### src/rtl/cga_intr_cntlr_reqgen.sv
// rtl/cga_intr_cntlr_reqgen.sv - CGA interrupt request generator: PID/PIE registers, level command FSM, request vector.
// Optional ACK auto-clear of PID bits is enabled by defining CGA_INTR_REQGEN_ACK_AUTOCLR_EN.
module cga_intr_cntlr_reqgen (
    input  logic        sysclk,
    input  logic        sys_rst,
    input  logic        CMD_VALID,
    output logic        CMD_READY,
    input  logic [1:0]  CMD_OP_1_0,
    input  logic [3:0]  CMD_LVL_3_0,
    input  logic        LDPIE,
    input  logic [15:0] PIE_15_0,
    input  logic        ACK,
    input  logic [3:0]  ACK_LVL_3_0,
    output logic [15:0] MIREQ_15_0_N,
    output logic [15:0] PID_15_0,
    output logic [15:0] PIE_OUT_15_0,
    output logic        INTPEND
);

    typedef enum logic {
        ST_IDLE  = 1'b0,
        ST_APPLY = 1'b1
    } state_t;

    localparam logic [1:0] OP_SET_PID = 2'b00;
    localparam logic [1:0] OP_CLR_PID = 2'b01;
    localparam logic [1:0] OP_SET_PIE = 2'b10;
    localparam logic [1:0] OP_CLR_PIE = 2'b11;

    state_t      state_q, state_d;
    logic [1:0]  op_q, op_d;
    logic [3:0]  lvl_q, lvl_d;
    logic [15:0] pid_q, pid_d;
    logic [15:0] pie_q, pie_d;
    logic [15:0] mireq_n_q;
    logic        intpend_q;
    logic [15:0] cmd_mask;
    logic        apply;

`ifdef CGA_INTR_REQGEN_ACK_AUTOCLR_EN
    logic [15:0] ack_mask;
    assign ack_mask = ACK ? (16'h0001 << ACK_LVL_3_0) : 16'h0000;
`else
    logic        unused_ack;
    assign unused_ack = ACK ^ (^ACK_LVL_3_0);
`endif

    assign cmd_mask = 16'h0001 << lvl_q;
    assign apply    = (state_q == ST_APPLY);

    always_comb begin
        state_d = state_q;
        op_d    = op_q;
        lvl_d   = lvl_q;
        case (state_q)
            ST_IDLE: begin
                if (CMD_VALID) begin
                    op_d    = CMD_OP_1_0;
                    lvl_d   = CMD_LVL_3_0;
                    state_d = ST_APPLY;
                end
            end
            ST_APPLY: state_d = ST_IDLE;
            default:  state_d = ST_IDLE;
        endcase
    end

    // ACK clear is applied first so a same-cycle set command on that bit wins.
    always_comb begin
        pid_d = pid_q;
`ifdef CGA_INTR_REQGEN_ACK_AUTOCLR_EN
        pid_d = pid_d & ~ack_mask;
`endif
        if (apply && op_q == OP_SET_PID) pid_d = pid_d | cmd_mask;
        if (apply && op_q == OP_CLR_PID) pid_d = pid_d & ~cmd_mask;
    end

    // Bulk load first, then the command modifies its single bit on top.
    always_comb begin
        pie_d = LDPIE ? PIE_15_0 : pie_q;
        if (apply && op_q == OP_SET_PIE) pie_d = pie_d | cmd_mask;
        if (apply && op_q == OP_CLR_PIE) pie_d = pie_d & ~cmd_mask;
    end

    always_ff @(posedge sysclk) begin
        if (sys_rst) begin
            state_q   <= ST_IDLE;
            op_q      <= 2'b00;
            lvl_q     <= 4'h0;
            pid_q     <= 16'h0000;
            pie_q     <= 16'h0000;
            mireq_n_q <= 16'hFFFF;
            intpend_q <= 1'b0;
        end else begin
            state_q   <= state_d;
            op_q      <= op_d;
            lvl_q     <= lvl_d;
            pid_q     <= pid_d;
            pie_q     <= pie_d;
            mireq_n_q <= ~(pid_q & pie_q);
            intpend_q <= |(pid_q & pie_q);
        end
    end

    assign CMD_READY    = (state_q == ST_IDLE);
    assign MIREQ_15_0_N = mireq_n_q;
    assign PID_15_0     = pid_q;
    assign PIE_OUT_15_0 = pie_q;
    assign INTPEND      = intpend_q;

endmodule

### config.mk
export PLATFORM = sky130hd
export DESIGN_NAME = cga_intr_cntlr_reqgen
export DESIGN_NICKNAME = d
export VERILOG_FILES = /design/src/rtl/cga_intr_cntlr_reqgen.sv
export SDC_FILE = /design/constraint.sdc
export NUM_CORES = 1
export LEC_CHECK = 0
export ABC_AREA = 0
export CELL_PAD_IN_SITES_DETAIL_PLACEMENT = 0
export CELL_PAD_IN_SITES_GLOBAL_PLACEMENT = 1
export CORE_MARGIN = 3
export CORE_UTILIZATION = 38
export CTS_BUF_LIST = sky130_fd_sc_hd__clkbuf_8 sky130_fd_sc_hd__clkbuf_16
export CTS_CLUSTER_DIAMETER = 200
export DETAILED_ROUTE_END_ITERATION = 10
export PLACE_DENSITY = 0.83
export SYNTH_ARGS = -nofsm -noshare
export SYNTH_HDL_FRONTEND = slang
export SYNTH_SLANG_ARGS = --single-unit
### constraint.sdc
create_clock -name sysclk -period 3.8 [get_ports sysclk]
set_input_delay 0.57 -clock sysclk [delete_from_list [all_inputs] [get_ports sysclk]]
set_output_delay 0.57 -clock sysclk [all_outputs]
set_load 0.03 [all_outputs]
After elaboration in Yosys (flattened, before gate mapping)
Index checks and enable logic that the tools add are counted.
Widths: inputs -> output; s select.
- multiply operators: 0
- divide/modulo/power cells: 0
- bitwise logic cells: 8
- order comparisons: 0
- mux-type cells: 7
- reduce and logical (&&, ||, !) cells: 7
- shift operators: 1
- eq/ne operators: 3
- add/sub/neg operators: 0
- operators with widths (kind ; number):
    $mux 16 ; 5
    $and 16x16->16 ; 3
    $not 16->16 ; 2
    $or 16x16->16 ; 2
    $reduce_or 16->1 ; 1
    $shl 1x4->16 const A ; 1
    $eq 2x2->1 const B ; 2
    $logic_and 1x1->1 ; 4
    $eq 2x1->1 const B ; 1
    $logic_not 2->1 ; 1
    $pmux 1 s2 ; 1
    $reduce_and 2->1 ; 1
    $mux 1 ; 1
    $not 1->1 ; 1
- memory bits (read-only): 0
- output and inout bits: 50
- word-level logic and storage cells: 33
- register bits: 56
- bits in latches: 0
- bits in writable memories: 0
- memories kept: 0
- bits of input ports: 31

Logic depth before layout (Yosys ltp)
- word-level depth: 5
- depth in mapped cells: 5
- gate-level depth less buffers: 3

Worst setup path after synthesis
OpenSTA, ideal clock, no wires.
- path type: input to register
- start point: in LDPIE
- end point: reg pie_q[14], in the netlist PIE_OUT_15_0[14]
- library setup time: 145 ps
- buffers on the path: 2
- arrival time: 1338 ps
- stages: 4
- data required time: 3655 ps
- setup slack: 2317 ps
- cells stage by stage: buf_2 -> buf_2 -> mux2i_1 -> a221oi_2
- word-level cells in the longest chain between the ends: 5
- ends and longest elaborated chain (item ; line ; RTL):
    start: declaration ; 10 ; input logic LDPIE,
    $mux 16 (*) ; 80 ; pie_d = LDPIE ? PIE_15_0 : pie_q;
    $or 16x16->16 ; 81 ; if (apply && op_q == OP_SET_PIE) pie_d = pie_d | cmd_mask;
    $mux 16 (*) ; 81 ;
    $and 16x16->16 ; 82 ; if (apply && op_q == OP_CLR_PIE) pie_d = pie_d & ~cmd_mask;
    $mux 16 (*) ; 82 ;
    end signal: assignment ; 99 ; pie_q <= pie_d;
    end: declaration ; 34 ; logic [15:0] pie_q, pie_d;
Mark *: on every way between the ends. The rest lies on a longest branch, timed or not.
A chain may end at the register's enable or synchronous reset.

Worst setup path after layout
- start point: in LDPIE
- end point: reg pie_q[10], in the netlist PIE_OUT_15_0[10]
Same word-level chain as after synthesis.

==> implementation parameters <==
Parameter                              Value

Pwr
  Power per cell area ... 336 nW/um^2
  Largest vdd supply drop ... 174 uV
  Sum of internal, switching and leakage power ... 0.00112 W
  Reported leakage power ... 1.12 nW

Timing
  Final setup violation count ... 0
  Final count of pins violating max slew ... 0
  Measured slew at the worst slew-check pin ... 1.21 ns
  Least setup slack across all paths after layout ... 1.69 ns
  Highest clock frequency the design can meet ... 474 MHz
  Final worst-path cycle share ... 55.5%
  Time the final worst path needs with I/O delays and setup ... 2.11 ns
  Worst clock skew on the final layout ... 0.00806 ns
  Slew Limit Headroom ... 19.3%
  RSZ-0062 raised after global routing ... false
  Setup TNS ... 0 ns
  Number of hold-slack violations in the final timing report ... 0

Worst setup path
  Maximum fanout count along the critical path ... 16
  Critical setup path kind ... in2reg
  Critical register-to-register path startpoint ... apply$_SDFF_PP0_
  Signal arrival time at the worst endpoint ... 2.33 ns
  Worst R2R Path Depth ... 3
  Kind of end point of the critical path ... flip-flop
  R2R Setup Slk ... 1.96 ns
  Worst reg2reg endpoint ... PID_15_0[9]$_SDFF_PP0_
  Critical Path Source Type ... primary input
  Required time of the critical path ... 4.02 ns

Clock tree
  CTS Sinks ... 56
  # hold bufs at CTS ... 0
  Number of instances resized during post-cts repair ... 0
  Number of clock buffers inserted by TritonCTS ... 5
  Cell chosen for the clock root ... sky130_fd_sc_hd__clkbuf_8
  Post-CTS setup repair buffer count ... 0
  TritonCTS clock tree ... done
  Level count of the clock H-tree ... 2
  Clock slew seen by the registers of the worst setup and hold paths ... 0.10 ns
  Buffer levels on the longest clock path ... 2
  Latest clock arrival within the worst-skew pair ... 0.32 ns

Placement
  Post-DP HPWL ... 3870 um
  Routability-driven placement congestion ratio ... 0.680
  Post-Place Worst Slack ... 1.32 ns
  Number of placed instances, taps included ... 351
  Number of port buffers ... 75

Logic synthesis
  Fraction of the yosys area taken by sequential cells ... 44.4%
  Netlist cell types ... 29
  Share of Yosys cell area claimed by the top area cell type ... 44.4%
  Warnings, synthesis ... 0
  Post-Synthesis Net Count ... 249
  Largest area contributor in the synthesized netlist ... sky130_fd_sc_hd__dfxtp_1
  Syn Std Cell Area ... 2530 um^2
  Flip-flop and latch count after synthesis ... 56
  Syn Area/Cell ... 11.6 um^2
  Cells taking the most area after synthesis ... sky130_fd_sc_hd__dfxtp_1, sky130_fd_sc_hd__mux2i_1, sky130_fd_sc_hd__a221oi_2
  Count of mapped cells out of synthesis ... 218

Die
  Number of placed I/O pins ... 81
  Rows ... 29
  Die X ... 87.6 um
  Core ar. ... 6390 um^2
  Die height ... 87.6 um
  Initial core utilization ... 39.6%
  Total Die Area ... 7670 um^2

Route
  Number of violations reported at the end of detailed-routing iteration 0 ... 93
  Number of nets with antenna violations after routing ... 0
  Detail-routed via count per cell ... 5.43
  First drt pass iteration count ... 4
  Remaining DRCs ... 0
  Total vias in the final route ... 1949
  Detailed-route wire length ... 5950 um
  Per-cell routed wire length ... 16.6 um

Global routing
  Initial antenna violation count ... 0
  GR Layer Usage met1 ... 22.6%
  Via count of the first global-routing pass ... 1898
  Met2 routing resource usage after global routing ... 25.2%
  Busiest metal layer after global routing ... met2
  Maximum number of pins on one net before global-route repair ... 57
  Overall global routing resource usage ... 16.2%
  First-pass GRT wire length ... 9840 um
  Total congestion overflow after global routing ... 0
  GRT met3 Usage ... 3.76%

Min path
  Critical hold path startpoint ... PIE_OUT_15_0[7]$_SDFF_PP0_
  Depth of the worst hold-timing path ... 1
  End of the worst hold path ... MIREQ_15_0_N[7]$_SDFF_PP1_
  Path class of the lowest-slack min-delay path ... reg2reg

Final layout
  Area taken by multi-input logic gates ... 1290 um^2
  Share of layout cells above drive strength 1 ... 17.0%
  Final Non-Filler Cells ... 359
  # fillers ... 572
  Antenna diode instance count ... 0
  Register area ... 1120 um^2
  Area added between synthesis and finish ... 32.6%
  Final standard cell utilization of the core ... 52.5%
  Fin nets ... 312

Outcome
  Result of the run ... finished, final reports clean

Job
  Number of maximum-capacitance constraint violations ... 0
[how the worst max path moves through the flow]
| stage | cells after the start | to | from | slack [ns] |
|---|---|---|---|---|
| floorplan | 4 | PIE_OUT_15_0[14]$_SDFF_PP0_ | LDPIE | 2.32 |
| global placement | 3 | PIE_OUT_15_0[11]$_SDFF_PP0_ | LDPIE | 1.41 |
| detailed placement | 3 | PIE_OUT_15_0[10]$_SDFF_PP0_ | LDPIE | 1.32 |
| CTS | 3 | PIE_OUT_15_0[10]$_SDFF_PP0_ | LDPIE | 1.66 |
| global route | 3 | PIE_OUT_15_0[4]$_SDFF_PP0_ | LDPIE | 1.52 |
| finish | 3 | PIE_OUT_15_0[10]$_SDFF_PP0_ | LDPIE | 1.69 |
[logic make-up (layout without fill, tap and decap cells)]
kind of cell,count (synthesis),count (layout),share of synthesized area (%)
buf+inv,20,84,4.50
simple gates,63,63,20.9
flops,56,56,44.4
mux,22,22,8.71
compound gates,57,57,21.5
[critical path, cell delays in order]
cell and delay (ns):
sky130_fd_sc_hd__clkdlybuf4s50_1 1.23, sky130_fd_sc_hd__mux2i_1 0.24, sky130_fd_sc_hd__a221oi_2 0.29
[metrics by stage]
step | hold slack (ns) | cell area, um^2
floorplan | 0.529 | 2530
global placement | 0.419 | 3260
detailed placement | 0.421 | 3260
CTS | 0.442 | 3350
global route | 0.464 | 3350
finish | 0.435 | 3350
[final cells by class]
cell class | instances | share of cell area [%]
clock inverter | 3 | 0.597
inverter | 1 | 0.112
sequential | 56 | 33.5
multi-input combinational | 142 | 38.6
clock buffer | 5 | 2.05
tap | 77 | 2.88
timing repair buffer | 75 | 22.3
[synth_stat cells]
master,count
sky130_fd_sc_hd__dfxtp_1,56
sky130_fd_sc_hd__mux2i_1,22
sky130_fd_sc_hd__nand2_1,17
sky130_fd_sc_hd__a21oi_1,16
sky130_fd_sc_hd__nand3b_1,16
sky130_fd_sc_hd__a211oi_2,11
sky130_fd_sc_hd__a221oi_2,11
sky130_fd_sc_hd__nor2_1,9
sky130_fd_sc_hd__a221oi_1,7
sky130_fd_sc_hd__a22o_1,6
sky130_fd_sc_hd__and4bb_4,6
sky130_fd_sc_hd__buf_2,6
sky130_fd_sc_hd__a211oi_1,5
sky130_fd_sc_hd__clkbuf_1,5
sky130_fd_sc_hd__and4b_4,4
sky130_fd_sc_hd__buf_6,3
sky130_fd_sc_hd__nor4b_4,3
sky130_fd_sc_hd__buf_1,2
sky130_fd_sc_hd__buf_4,2
sky130_fd_sc_hd__nor2b_1,2
sky130_fd_sc_hd__a41oi_1,1
sky130_fd_sc_hd__and3_1,1
sky130_fd_sc_hd__and3b_1,1
sky130_fd_sc_hd__and4_4,1
sky130_fd_sc_hd__clkbuf_2,1
sky130_fd_sc_hd__inv_1,1
sky130_fd_sc_hd__nor3b_2,1
sky130_fd_sc_hd__nor4_4,1
sky130_fd_sc_hd__nor4b_2,1
[layout by cell type, fill, tap and decap left out, drive strengths merged, types with 2 or more instances in the layout]
cell type / count
nor2: 9
mux2i: 22
nor4b: 4
inv: 2
a21oi: 16
dfxtp: 56
a211oi: 16
nand2: 17
a22o: 6
and4bb: 6
and4b: 4
nor2b: 2
a221oi: 18
clkbuf: 5
clkdlybuf4s50: 74
nand3b: 16
[flip-flops by register name (all words and copies together) (netlist names)]
name          cells
op_q              2
MIREQ_15_0_N     16
PIE_OUT_15_0     16
PID_15_0         16
apply             1
INTPEND           1
lvl_q             4
[report_power, final]
group | internal (W) | switching, W | leakage, nW
clock | 0.000129 | 0.000203 | 0.0455
combinational | 0.0000816 | 0.0000756 | 0.613
sequential | 0.000604 | 0.0000314 | 0.456
[per-layer routing]
| metal | share of wire (%) | routed length, um | up-vias |
|---|---|---|---|
| li1 | - | - | 960 |
| met1 | 47 | 2810 | 929 |
| met2 | 47 | 2790 | 54 |
| met3 | 4.8 | 284 | 6 |
| met4 | 1.2 | 71 | 0 |
| met5 | 0 | 0 | - |
Note: power is estimated with default switching activity, not from simulation.
